===== src/rtl/uart_rx_ctrl.sv =====
// uart_rx_ctrl: UART receive sequencer, mid-bit sampling, LSB first.
// Define UART_RX_PARITY_EN to add a parity bit and the par_err check.
module uart_rx_ctrl #(
  parameter int unsigned DATA_BITS  = 8,
  parameter int unsigned OVERSAMPLE = 16,
  parameter bit          PARITY_ODD = 1'b0
) (
  input  logic                 clk,
  input  logic                 rst,
  input  logic                 tick,
  input  logic                 rx_in,
  input  logic                 fall,
  output logic [DATA_BITS-1:0] rx_data,
  output logic                 rx_valid,
  output logic                 rx_busy,
  output logic                 par_err,
  output logic                 frm_err
);

  localparam int unsigned SW = $clog2(OVERSAMPLE);
  localparam int unsigned BW = $clog2(DATA_BITS);

  localparam logic [SW-1:0] S_HALF = SW'(OVERSAMPLE / 2 - 1);
  localparam logic [SW-1:0] S_LAST = SW'(OVERSAMPLE - 1);
  localparam logic [BW-1:0] B_LAST = BW'(DATA_BITS - 1);

  typedef enum logic [2:0] {
    IDLE   = 3'd0,
    START  = 3'd1,
    DATA   = 3'd2,
`ifdef UART_RX_PARITY_EN
    PARITY = 3'd3,
`endif
    STOP   = 3'd4
  } state_e;

`ifdef UART_RX_PARITY_EN
  localparam state_e AFTER_DATA = PARITY;
`else
  localparam state_e AFTER_DATA = STOP;
`endif

  state_e                 state_q, state_d;
  logic [SW-1:0]          s_cnt_q, s_cnt_d;
  logic [BW-1:0]          bit_cnt_q, bit_cnt_d;
  logic [DATA_BITS-1:0]   shift_q, shift_d;
  logic [DATA_BITS-1:0]   rx_data_q, rx_data_d;
  logic                   rx_valid_q, rx_valid_d;
  logic                   frm_err_q, frm_err_d;
`ifdef UART_RX_PARITY_EN
  logic                   par_bad_q, par_bad_d;
  logic                   par_err_q, par_err_d;
`endif

  logic s_half_hit;
  logic s_last_hit;

  assign s_half_hit = tick && (s_cnt_q == S_HALF);
  assign s_last_hit = tick && (s_cnt_q == S_LAST);

  // State and datapath registers, synchronous reset abandons any frame
  always_ff @(posedge clk) begin
    if (rst) begin
      state_q    <= IDLE;
      s_cnt_q    <= '0;
      bit_cnt_q  <= '0;
      shift_q    <= '0;
      rx_data_q  <= '0;
      rx_valid_q <= 1'b0;
      frm_err_q  <= 1'b0;
`ifdef UART_RX_PARITY_EN
      par_bad_q  <= 1'b0;
      par_err_q  <= 1'b0;
`endif
    end else begin
      state_q    <= state_d;
      s_cnt_q    <= s_cnt_d;
      bit_cnt_q  <= bit_cnt_d;
      shift_q    <= shift_d;
      rx_data_q  <= rx_data_d;
      rx_valid_q <= rx_valid_d;
      frm_err_q  <= frm_err_d;
`ifdef UART_RX_PARITY_EN
      par_bad_q  <= par_bad_d;
      par_err_q  <= par_err_d;
`endif
    end
  end

  // Next-state: advance on sampling ticks, reject a start glitch
  always_comb begin
    state_d = state_q;
    unique case (state_q)
      IDLE: begin
        if (fall) state_d = START;
      end
      START: begin
        if (s_half_hit) state_d = rx_in ? IDLE : DATA;
      end
      DATA: begin
        if (s_last_hit && (bit_cnt_q == B_LAST)) state_d = AFTER_DATA;
      end
`ifdef UART_RX_PARITY_EN
      PARITY: begin
        if (s_last_hit) state_d = STOP;
      end
`endif
      STOP: begin
        if (s_last_hit) state_d = IDLE;
      end
      default: state_d = IDLE;
    endcase
  end

  // Counters, shift register and result capture for each state
  always_comb begin
    s_cnt_d    = s_cnt_q;
    bit_cnt_d  = bit_cnt_q;
    shift_d    = shift_q;
    rx_data_d  = rx_data_q;
    rx_valid_d = 1'b0;
    frm_err_d  = frm_err_q;
`ifdef UART_RX_PARITY_EN
    par_bad_d  = par_bad_q;
    par_err_d  = par_err_q;
`endif
    unique case (state_q)
      IDLE: begin
        if (fall) s_cnt_d = '0;
      end
      START: begin
        if (s_half_hit) begin
          if (!rx_in) begin
            s_cnt_d   = '0;
            bit_cnt_d = '0;
          end
        end else if (tick) begin
          s_cnt_d = s_cnt_q + 1'b1;
        end
      end
      DATA: begin
        if (s_last_hit) begin
          shift_d = {rx_in, shift_q[DATA_BITS-1:1]};
          s_cnt_d = '0;
          if (bit_cnt_q != B_LAST) bit_cnt_d = bit_cnt_q + 1'b1;
        end else if (tick) begin
          s_cnt_d = s_cnt_q + 1'b1;
        end
      end
`ifdef UART_RX_PARITY_EN
      PARITY: begin
        if (s_last_hit) begin
          par_bad_d = ((^shift_q) ^ rx_in) != PARITY_ODD;
          s_cnt_d   = '0;
        end else if (tick) begin
          s_cnt_d = s_cnt_q + 1'b1;
        end
      end
`endif
      STOP: begin
        if (s_last_hit) begin
          rx_data_d  = shift_q;
          rx_valid_d = 1'b1;
          frm_err_d  = ~rx_in;
          s_cnt_d    = '0;
`ifdef UART_RX_PARITY_EN
          par_err_d  = par_bad_q;
`endif
        end else if (tick) begin
          s_cnt_d = s_cnt_q + 1'b1;
        end
      end
      default: begin
        s_cnt_d = '0;
      end
    endcase
  end

  assign rx_data  = rx_data_q;
  assign rx_valid = rx_valid_q;
  assign rx_busy  = (state_q != IDLE);
  assign frm_err  = frm_err_q;
`ifdef UART_RX_PARITY_EN
  assign par_err  = par_err_q;
`else
  // No parity bit on the line: flag is constant low, sense is irrelevant
  assign par_err  = PARITY_ODD & 1'b0;
`endif

endmodule


===== config.mk =====
export PLATFORM = sky130hd
export DESIGN_NAME = uart_rx_ctrl
export DESIGN_NICKNAME = d
export VERILOG_FILES = /design/src/rtl/uart_rx_ctrl.sv
export SDC_FILE = /design/constraint.sdc
export NUM_CORES = 1
export LEC_CHECK = 0
export CAP_MARGIN = 20
export CORE_UTILIZATION = 40
export DETAILED_ROUTE_END_ITERATION = 8
export PLACE_DENSITY_LB_ADDON = 0.12
export SETUP_SLACK_MARGIN = 0.02
export SYNTH_ARGS = -nofsm -noshare
export SYNTH_HDL_FRONTEND = slang
export SYNTH_SLANG_ARGS = --single-unit

===== constraint.sdc =====
create_clock -name clk -period 2.1 [get_ports clk]
set_input_delay 0.42 -clock clk [delete_from_list [all_inputs] [get_ports clk]]
set_output_delay 0.42 -clock clk [all_outputs]
set_load 0.01 [all_outputs]

# ---- Word level (Yosys, flattened, before mapping)
# Cells that the tools add are included.
# W data, S select, Z words.
dict set report totals {
  reg_bits 28
  inputBits 5
  output_inout_bits 12
  elab_cells 57
}
dict set report op_classes {
  addsub 2
  eq_ne 15
  n_mux 18
  bitwise_logic 2
  n_reduce_logical 13
}
# operator count
set op_table {}
lappend op_table {{$mux W3} 8}
lappend op_table {{$mux W4} 5}
lappend op_table {{$ne A2 B2 Y1 const B} 7}
lappend op_table {{$pmux W3 S4} 1}
lappend op_table {{$pmux W4 S3} 1}
lappend op_table {{$eq A3 B3 Y1 const B} 2}
lappend op_table {{$ne A3 B3 Y1 const B} 2}
lappend op_table {{$pmux W3 S2} 1}
lappend op_table {{$reduce_and A2 Y1} 3}
lappend op_table {{$reduce_and A5 Y1} 1}
lappend op_table {{$add A4 B1 Y4 const B} 1}
lappend op_table {{$eq A4 B3 Y1 const B} 1}
lappend op_table {{$eq A4 B4 Y1 const B} 1}
lappend op_table {{$reduce_and A4 Y1} 1}
lappend op_table {{$reduce_or A2 Y1} 2}
lappend op_table {{$add A3 B1 Y3 const B} 1}
lappend op_table {{$eq A3 B1 Y1 const B} 1}
lappend op_table {{$eq A3 B2 Y1 const B} 1}
lappend op_table {{$logic_and A1 B1 Y1} 3}
lappend op_table {{$logic_not A3 Y1} 1}
lappend op_table {{$reduce_bool A3 Y1} 1}
lappend op_table {{$mux W2} 1}
lappend op_table {{$not A1 Y1} 2}
lappend op_table {{$reduce_bool A2 Y1} 1}
lappend op_table {{$mux W1} 1}

# ---- Logic depth before layout (Yosys ltp)
dict set report logic_depth {
  ltp_word 5
  ltp_mapped 7
  mapped_depth_nobuf 6
}

# ---- Worst setup path before layout
# No wires, ideal clock.
dict set report synth_timing {
  path_kind {register to register}
  from {register s_cnt_q[0]}
  to {register state_q[2]}
  setup_time_ns 0.079
  t_arrival_ns 1.472
  setup_slack_ns 0.549
  path_stages_with_launch 7
  period_less_slack_ns 1.551
  cell_sequence {dfxtp_1 ha_1 and4_1 buf_2 nand2_1 or3_1 a211oi_2}
}
dict set report synth_between {
  elab_chain_cells 5
}
# element line
set synth_lines {}
lappend synth_lines {{start: declaration} 44} ;# logic [SW-1:0] s_cnt_q, s_cnt_d;
lappend synth_lines {{start signal: assignment} 77} ;# s_cnt_q <= s_cnt_d;
lappend synth_lines {{$eq A4 B4 Y1} 59} ;# assign s_last_hit = tick && (s_cnt_q == S_LAST);
lappend synth_lines {{$logic_and A1 B1 Y1} 59}
lappend synth_lines {{$logic_and A1 B1 Y1} 101} ;# if (s_last_hit && (bit_cnt_q == B_LAST)) state_d = AFTER_DATA;
lappend synth_lines {{$ne A2 B2 Y1 (no source line)} n/a}
lappend synth_lines {{$reduce_and A4 Y1 (no source line) (*)} n/a}
lappend synth_lines {{end signal: assignment} 76} ;# state_q <= state_d;
lappend synth_lines {{end: declaration} 43} ;# state_e state_q, state_d;
# Mark *: on every way between the ends. The rest lies on a longest branch, timed or not.
# A chain may end at the register's enable or synchronous reset.

# ---- Worst setup path after layout
dict set report layout_timing {
  from {register state_q[0]}
  to {output rx_busy}
}
dict set report layout_between {
  elab_chain_cells 1
}
# element line
set layout_lines {}
lappend layout_lines {{$reduce_bool A3 Y1} 181} ;# assign rx_busy = (state_q != IDLE);
lappend layout_lines {{end: declaration} 15} ;# output logic rx_busy,
# No other way between the ends.

==> report_table.html <==
<table>
<tr><th>Metric</th><th>Value</th></tr>
<tr><th colspan="2">Status</th></tr>
<tr><td>Outcome</td><td>finished, final reports clean</td></tr>
<tr><th colspan="2">Synthesis</th></tr>
<tr><td>Synthesized-area fraction occupied by xor and xnor cells</td><td>0.006776</td></tr>
<tr><td>Compound-gate portion of the synthesized area</td><td>0.1113</td></tr>
<tr><td>Adder-cell share of the synthesized area</td><td>0.02904</td></tr>
<tr><td>Share of synthesized cell area in and, or, nand and nor gates</td><td>0.2139</td></tr>
<tr><td>Number of flops mapped to enable cells by yosys</td><td>0</td></tr>
<tr><td>Post-synthesis register bit count</td><td>28</td></tr>
<tr><td>Main combinational cell family by area after synthesis</td><td>simple AND/OR/NAND/NOR gates</td></tr>
<tr><td>Sequential share of the synthesized area</td><td>0.4337</td></tr>
<tr><td>Dominant cells by area after synthesis</td><td>dfxtp_1, mux2i_1, nor2_1</td></tr>
<tr><td>Mux share of post-synthesis cell area</td><td>0.1491</td></tr>
<tr><td>Area leader, netlist</td><td>dfxtp_1</td></tr>
<tr><td>Area share of the largest cell type after synthesis</td><td>0.4337</td></tr>
<tr><td>Syn nets</td><td>149</td></tr>
<tr><td>Total standard cell area after synthesis</td><td>1292 µm²</td></tr>
<tr><td>Avg Synthesized Cell Area</td><td>9.167 µm²</td></tr>
<tr><td>Fraction of registers with async set or reset after synthesis</td><td>0</td></tr>
<tr><td>Most used DFF post-synth</td><td>dfxtp_1</td></tr>
<tr><td>Cell count after synthesis</td><td>141</td></tr>
<tr><td>Distinct cells, synth</td><td>40</td></tr>
<tr><td>Leading post-synthesis cells by instance count</td><td>dfxtp_1, nor2_1, mux2i_1</td></tr>
<tr><td>Most numerous cell in the Yosys netlist</td><td>dfxtp_1</td></tr>
<tr><td>Number of warning messages in the yosys log</td><td>0</td></tr>
<tr><th colspan="2">Global route</th></tr>
<tr><td>Wire length of the first global-routing pass</td><td>4.284 mm</td></tr>
<tr><td>Number of antenna violations at the first check in global routing</td><td>0</td></tr>
<tr><td>Overall global routing resource usage</td><td>0.1604</td></tr>
<tr><td>Overflow left after global routing</td><td>0</td></tr>
<tr><td>Via count of the first global-routing pass</td><td>936</td></tr>
<tr><td>Pin count of the biggest net entering global routing</td><td>18</td></tr>
<tr><th colspan="2">Detailed routing</th></tr>
<tr><td>Number of vias in the routed layout</td><td>1,023</td></tr>
<tr><td>Drt first-iter violations</td><td>41</td></tr>
<tr><td>Post-Route WL</td><td>2.490 mm</td></tr>
<tr><td>DR DRC count</td><td>0</td></tr>
<tr><td>WL per Instance</td><td>12.27 µm</td></tr>
<tr><td>Detail Route Antenna Nets</td><td>0</td></tr>
<tr><td>DR vias/cell</td><td>5.039</td></tr>
<tr><td>Total iterations of the first detailed-routing run</td><td>4</td></tr>
<tr><th colspan="2">Critical path</th></tr>
<tr><td>Reg2Reg Capture Point</td><td>state_q[2]</td></tr>
<tr><td>Endpoint class of the critical path</td><td>output pin</td></tr>
<tr><td>Worst EP arrival</td><td>1.49 ns</td></tr>
<tr><td>Critical-path cell list</td><td>inv_2 -&gt; nand2_1 -&gt; clkdlybuf4s50_1</td></tr>
<tr><td>Setup slack, reg-to-reg</td><td>0.36 ns</td></tr>
<tr><td>R2R depth</td><td>5</td></tr>
<tr><td>Slowest library cell on the worst path</td><td>clkdlybuf4s50_1</td></tr>
<tr><td>Crit path launch type</td><td>register</td></tr>
<tr><td>Critical Path Sink</td><td>rx_busy</td></tr>
<tr><td>Type of the setup path with the least slack</td><td>register to output pin</td></tr>
<tr><td>Crit path max fanout</td><td>11</td></tr>
<tr><td>Worst setup path start</td><td>state_q[0]</td></tr>
<tr><td>Required time at the worst-slack endpoint</td><td>1.68 ns</td></tr>
<tr><td>Launching point of the worst reg2reg path</td><td>s_cnt_q[0]</td></tr>
<tr><td>Largest stage delay, worst path</td><td>0.52 ns</td></tr>
<tr><th colspan="2">Clock tree</th></tr>
<tr><td>CTS tree</td><td>done</td></tr>
<tr><td>Htree depth</td><td>1</td></tr>
<tr><td>Clk slew on worst S/H paths</td><td>0.17 ns</td></tr>
<tr><td>Root buffer cell</td><td>clkbuf_4</td></tr>
<tr><td>Largest buffer count on any clock path</td><td>2</td></tr>
<tr><td>Number of clock sinks seen by CTS</td><td>28</td></tr>
<tr><td>Number of clock buffers inserted by TritonCTS</td><td>3</td></tr>
<tr><td>Clock latency on the worst-skew pair</td><td>0.33 ns</td></tr>
<tr><th colspan="2">Placed design</th></tr>
<tr><td>DP Wirelength</td><td>1.834 mm</td></tr>
<tr><td>Routability Congestion</td><td>0.8365</td></tr>
<tr><td>Number of buffer cells added on primary ports</td><td>15</td></tr>
<tr><th colspan="2">Floorplanning</th></tr>
<tr><td>Die Y</td><td>58.85 µm</td></tr>
<tr><td>Starting Density</td><td>0.4234</td></tr>
<tr><td>IO Pins</td><td>17</td></tr>
<tr><td>Width of the chip</td><td>58.85 µm</td></tr>
<tr><td>Floorplan core area</td><td>3053 µm²</td></tr>
<tr><td>Full die area</td><td>3463 µm²</td></tr>
<tr><td>Placement Rows</td><td>20</td></tr>
<tr><th colspan="2">Power and ir drop</th></tr>
<tr><td>Switching part of the total</td><td>0.2130</td></tr>
<tr><td>Internal power contribution</td><td>757.2 µW</td></tr>
<tr><td>Areal power density over the cells</td><td>613.7 nW/µm²</td></tr>
<tr><td>Worst supply voltage drop on vdd</td><td>0.3627 mV</td></tr>
<tr><td>Static Leak</td><td>0.6802 nW</td></tr>
<tr><td>Final Power</td><td>962.1 µW</td></tr>
<tr><td>Proportion of power drawn by combinational gates</td><td>0.064</td></tr>
<tr><td>Share of total power in the clock network</td><td>0.373</td></tr>
<tr><td>Sequential share of power</td><td>0.563</td></tr>
<tr><td>Power dissipated by switching net loads</td><td>205.0 µW</td></tr>
<tr><th colspan="2">STA</th></tr>
<tr><td>Final cycle utilization of the critical path</td><td>0.9098</td></tr>
<tr><td>Maximum clock frequency</td><td>0.5234 GHz</td></tr>
<tr><td>Hold violation total from the final report</td><td>0</td></tr>
<tr><td>Slew Limit Fails</td><td>0</td></tr>
<tr><td>Minimum clock period</td><td>1.911 ns</td></tr>
<tr><td>Total of endpoints with negative setup slack in the final report</td><td>0</td></tr>
<tr><td>Worst Clk Skew</td><td>0.01539 ns</td></tr>
<tr><td>Setup repair after global routing missed its margin</td><td>false</td></tr>
<tr><td>Final TNS setup</td><td>0 ns</td></tr>
<tr><th colspan="2">Final layout</th></tr>
<tr><td>Share of layout cells above drive strength 1</td><td>0.1447</td></tr>
<tr><td>Count of filler cells inserted in the layout</td><td>308</td></tr>
<tr><td>Number of nets in the final layout</td><td>168</td></tr>
<tr><td>Ant diodes</td><td>0</td></tr>
<tr><td>Area occupied by multi-input gates</td><td>663.1 µm²</td></tr>
<tr><td>Layout area overhead</td><td>21.30%</td></tr>
<tr><td>Flip-flop and latch area</td><td>564.3 µm²</td></tr>
<tr><th colspan="2">Worst hold path</th></tr>
<tr><td>Class of the tightest hold or removal check</td><td>register to register</td></tr>
<tr><td>Start point of the worst hold path</td><td>shift_q[7]</td></tr>
<tr><th colspan="2">Flow run</th></tr>
<tr><td>Max-cap violations</td><td>0</td></tr>
</table>
sequential cells by signal, indices dropped and copies added, names as in the netlist:
| name | count |
|---|---|
| rx_data | 8 |
| shift_q | 8 |
| s_cnt_q | 4 |
| bit_cnt_q | 3 |
| state_q | 3 |
| frm_err | 1 |
| rx_valid | 1 |
per-stage QoR:
step	hold slack (ns)	util	cell area, µm²	instances	setup WS, ns
after floorplan	0.4480	-	1292	141	0.5491
after global placement	0.4668	0.4951	1511	199	0.05475
after detailed placement	0.4736	0.4951	1511	199	0.05978
after CTS	0.4944	0.5123	1564	203	0.02528
after global routing	0.5116	0.5135	1568	203	0.1146
final	0.4965	0.5135	1568	203	0.1894
how the worst min path moves through the flow:
stage,cells after the start,endpoint,slack (ns)
after floorplan,2,shift_q[7],0.45
after global placement,1,bit_cnt_q[1],0.47
after detailed placement,2,shift_q[7],0.47
after CTS,2,shift_q[7],0.49
after global routing,2,shift_q[7],0.51
final,2,shift_q[7],0.50
cell usage in the layout, fill, tap and decap left out, types with 2 or more instances in the layout:
cell type / instances
clkdlybuf4s50_1: 15
nand3_1: 3
o22ai_1: 2
inv_1: 3
nand4_1: 3
nand2_1: 6
mux2i_1: 17
dfxtp_2: 3
ha_1: 3
a22o_1: 2
nor2_1: 26
a21oi_1: 7
dfxtp_1: 25
nor3_1: 2
a211oi_1: 2
buf_4: 9
o21ai_0: 2
nor4_1: 2
clkbuf_4: 3
mux2_2: 2
power by group through the flow:
| stage | sequential (mW) | clock (mW) | combinational, mW |
|---|---|---|---|
| floorplan | 0.548 | 0 | 0.0378 |
| global placement | 0.553 | 0 | 0.0601 |
| detailed placement | 0.553 | 0 | 0.0609 |
| CTS | 0.542 | 0.368 | 0.0611 |
| global route | 0.543 | 0.388 | 0.0669 |
| finish | 0.542 | 0.359 | 0.0611 |
metal layers:
metal | wire length [µm] | global-route usage
met1 | 1327 | 0.2272
met2 | 1070 | 0.2468
met3 | 81 | 0.02637
met4 | 10 | 0.05442
met5 | 0 | 0
timing repair:
item | in CTS | in global routing
setup endpoints to repair | 0 | 1
endpoints found under the hold margin | 0 | 0
buffers inserted | 0 | 0
hold buffers | 0 | 0
gates resized for setup | 0 | 3
layout make-up:
type                    instances  share of cell area
clock buffers                   3             0.01437
well taps                      44             0.03512
inverters                       4            0.009577
multi-input cells              99              0.4230
flip-flops and latches         28              0.3599
clock inverters                 1             0.01915
repair buffers                 24              0.1389
cells by family after synthesis:
kind of cell / after synthesis
adders and majority gates: 3
xor gates and xnor gates: 1
buffers and inverters: 14
and+or+nand+nor: 54
AOI/OAI and AO/OA: 21
DFF: 28
muxes: 19
other: 1
critical path: cells and delay by family (launching register included):
| family | cells | cell delay (ns) |
|---|---|---|
| DFF | 1 | 0.49 |
| and+or+nand+nor | 1 | 0.06 |
| buffers and inverters | 2 | 0.60 |
(Power assumes the default switching activity.)
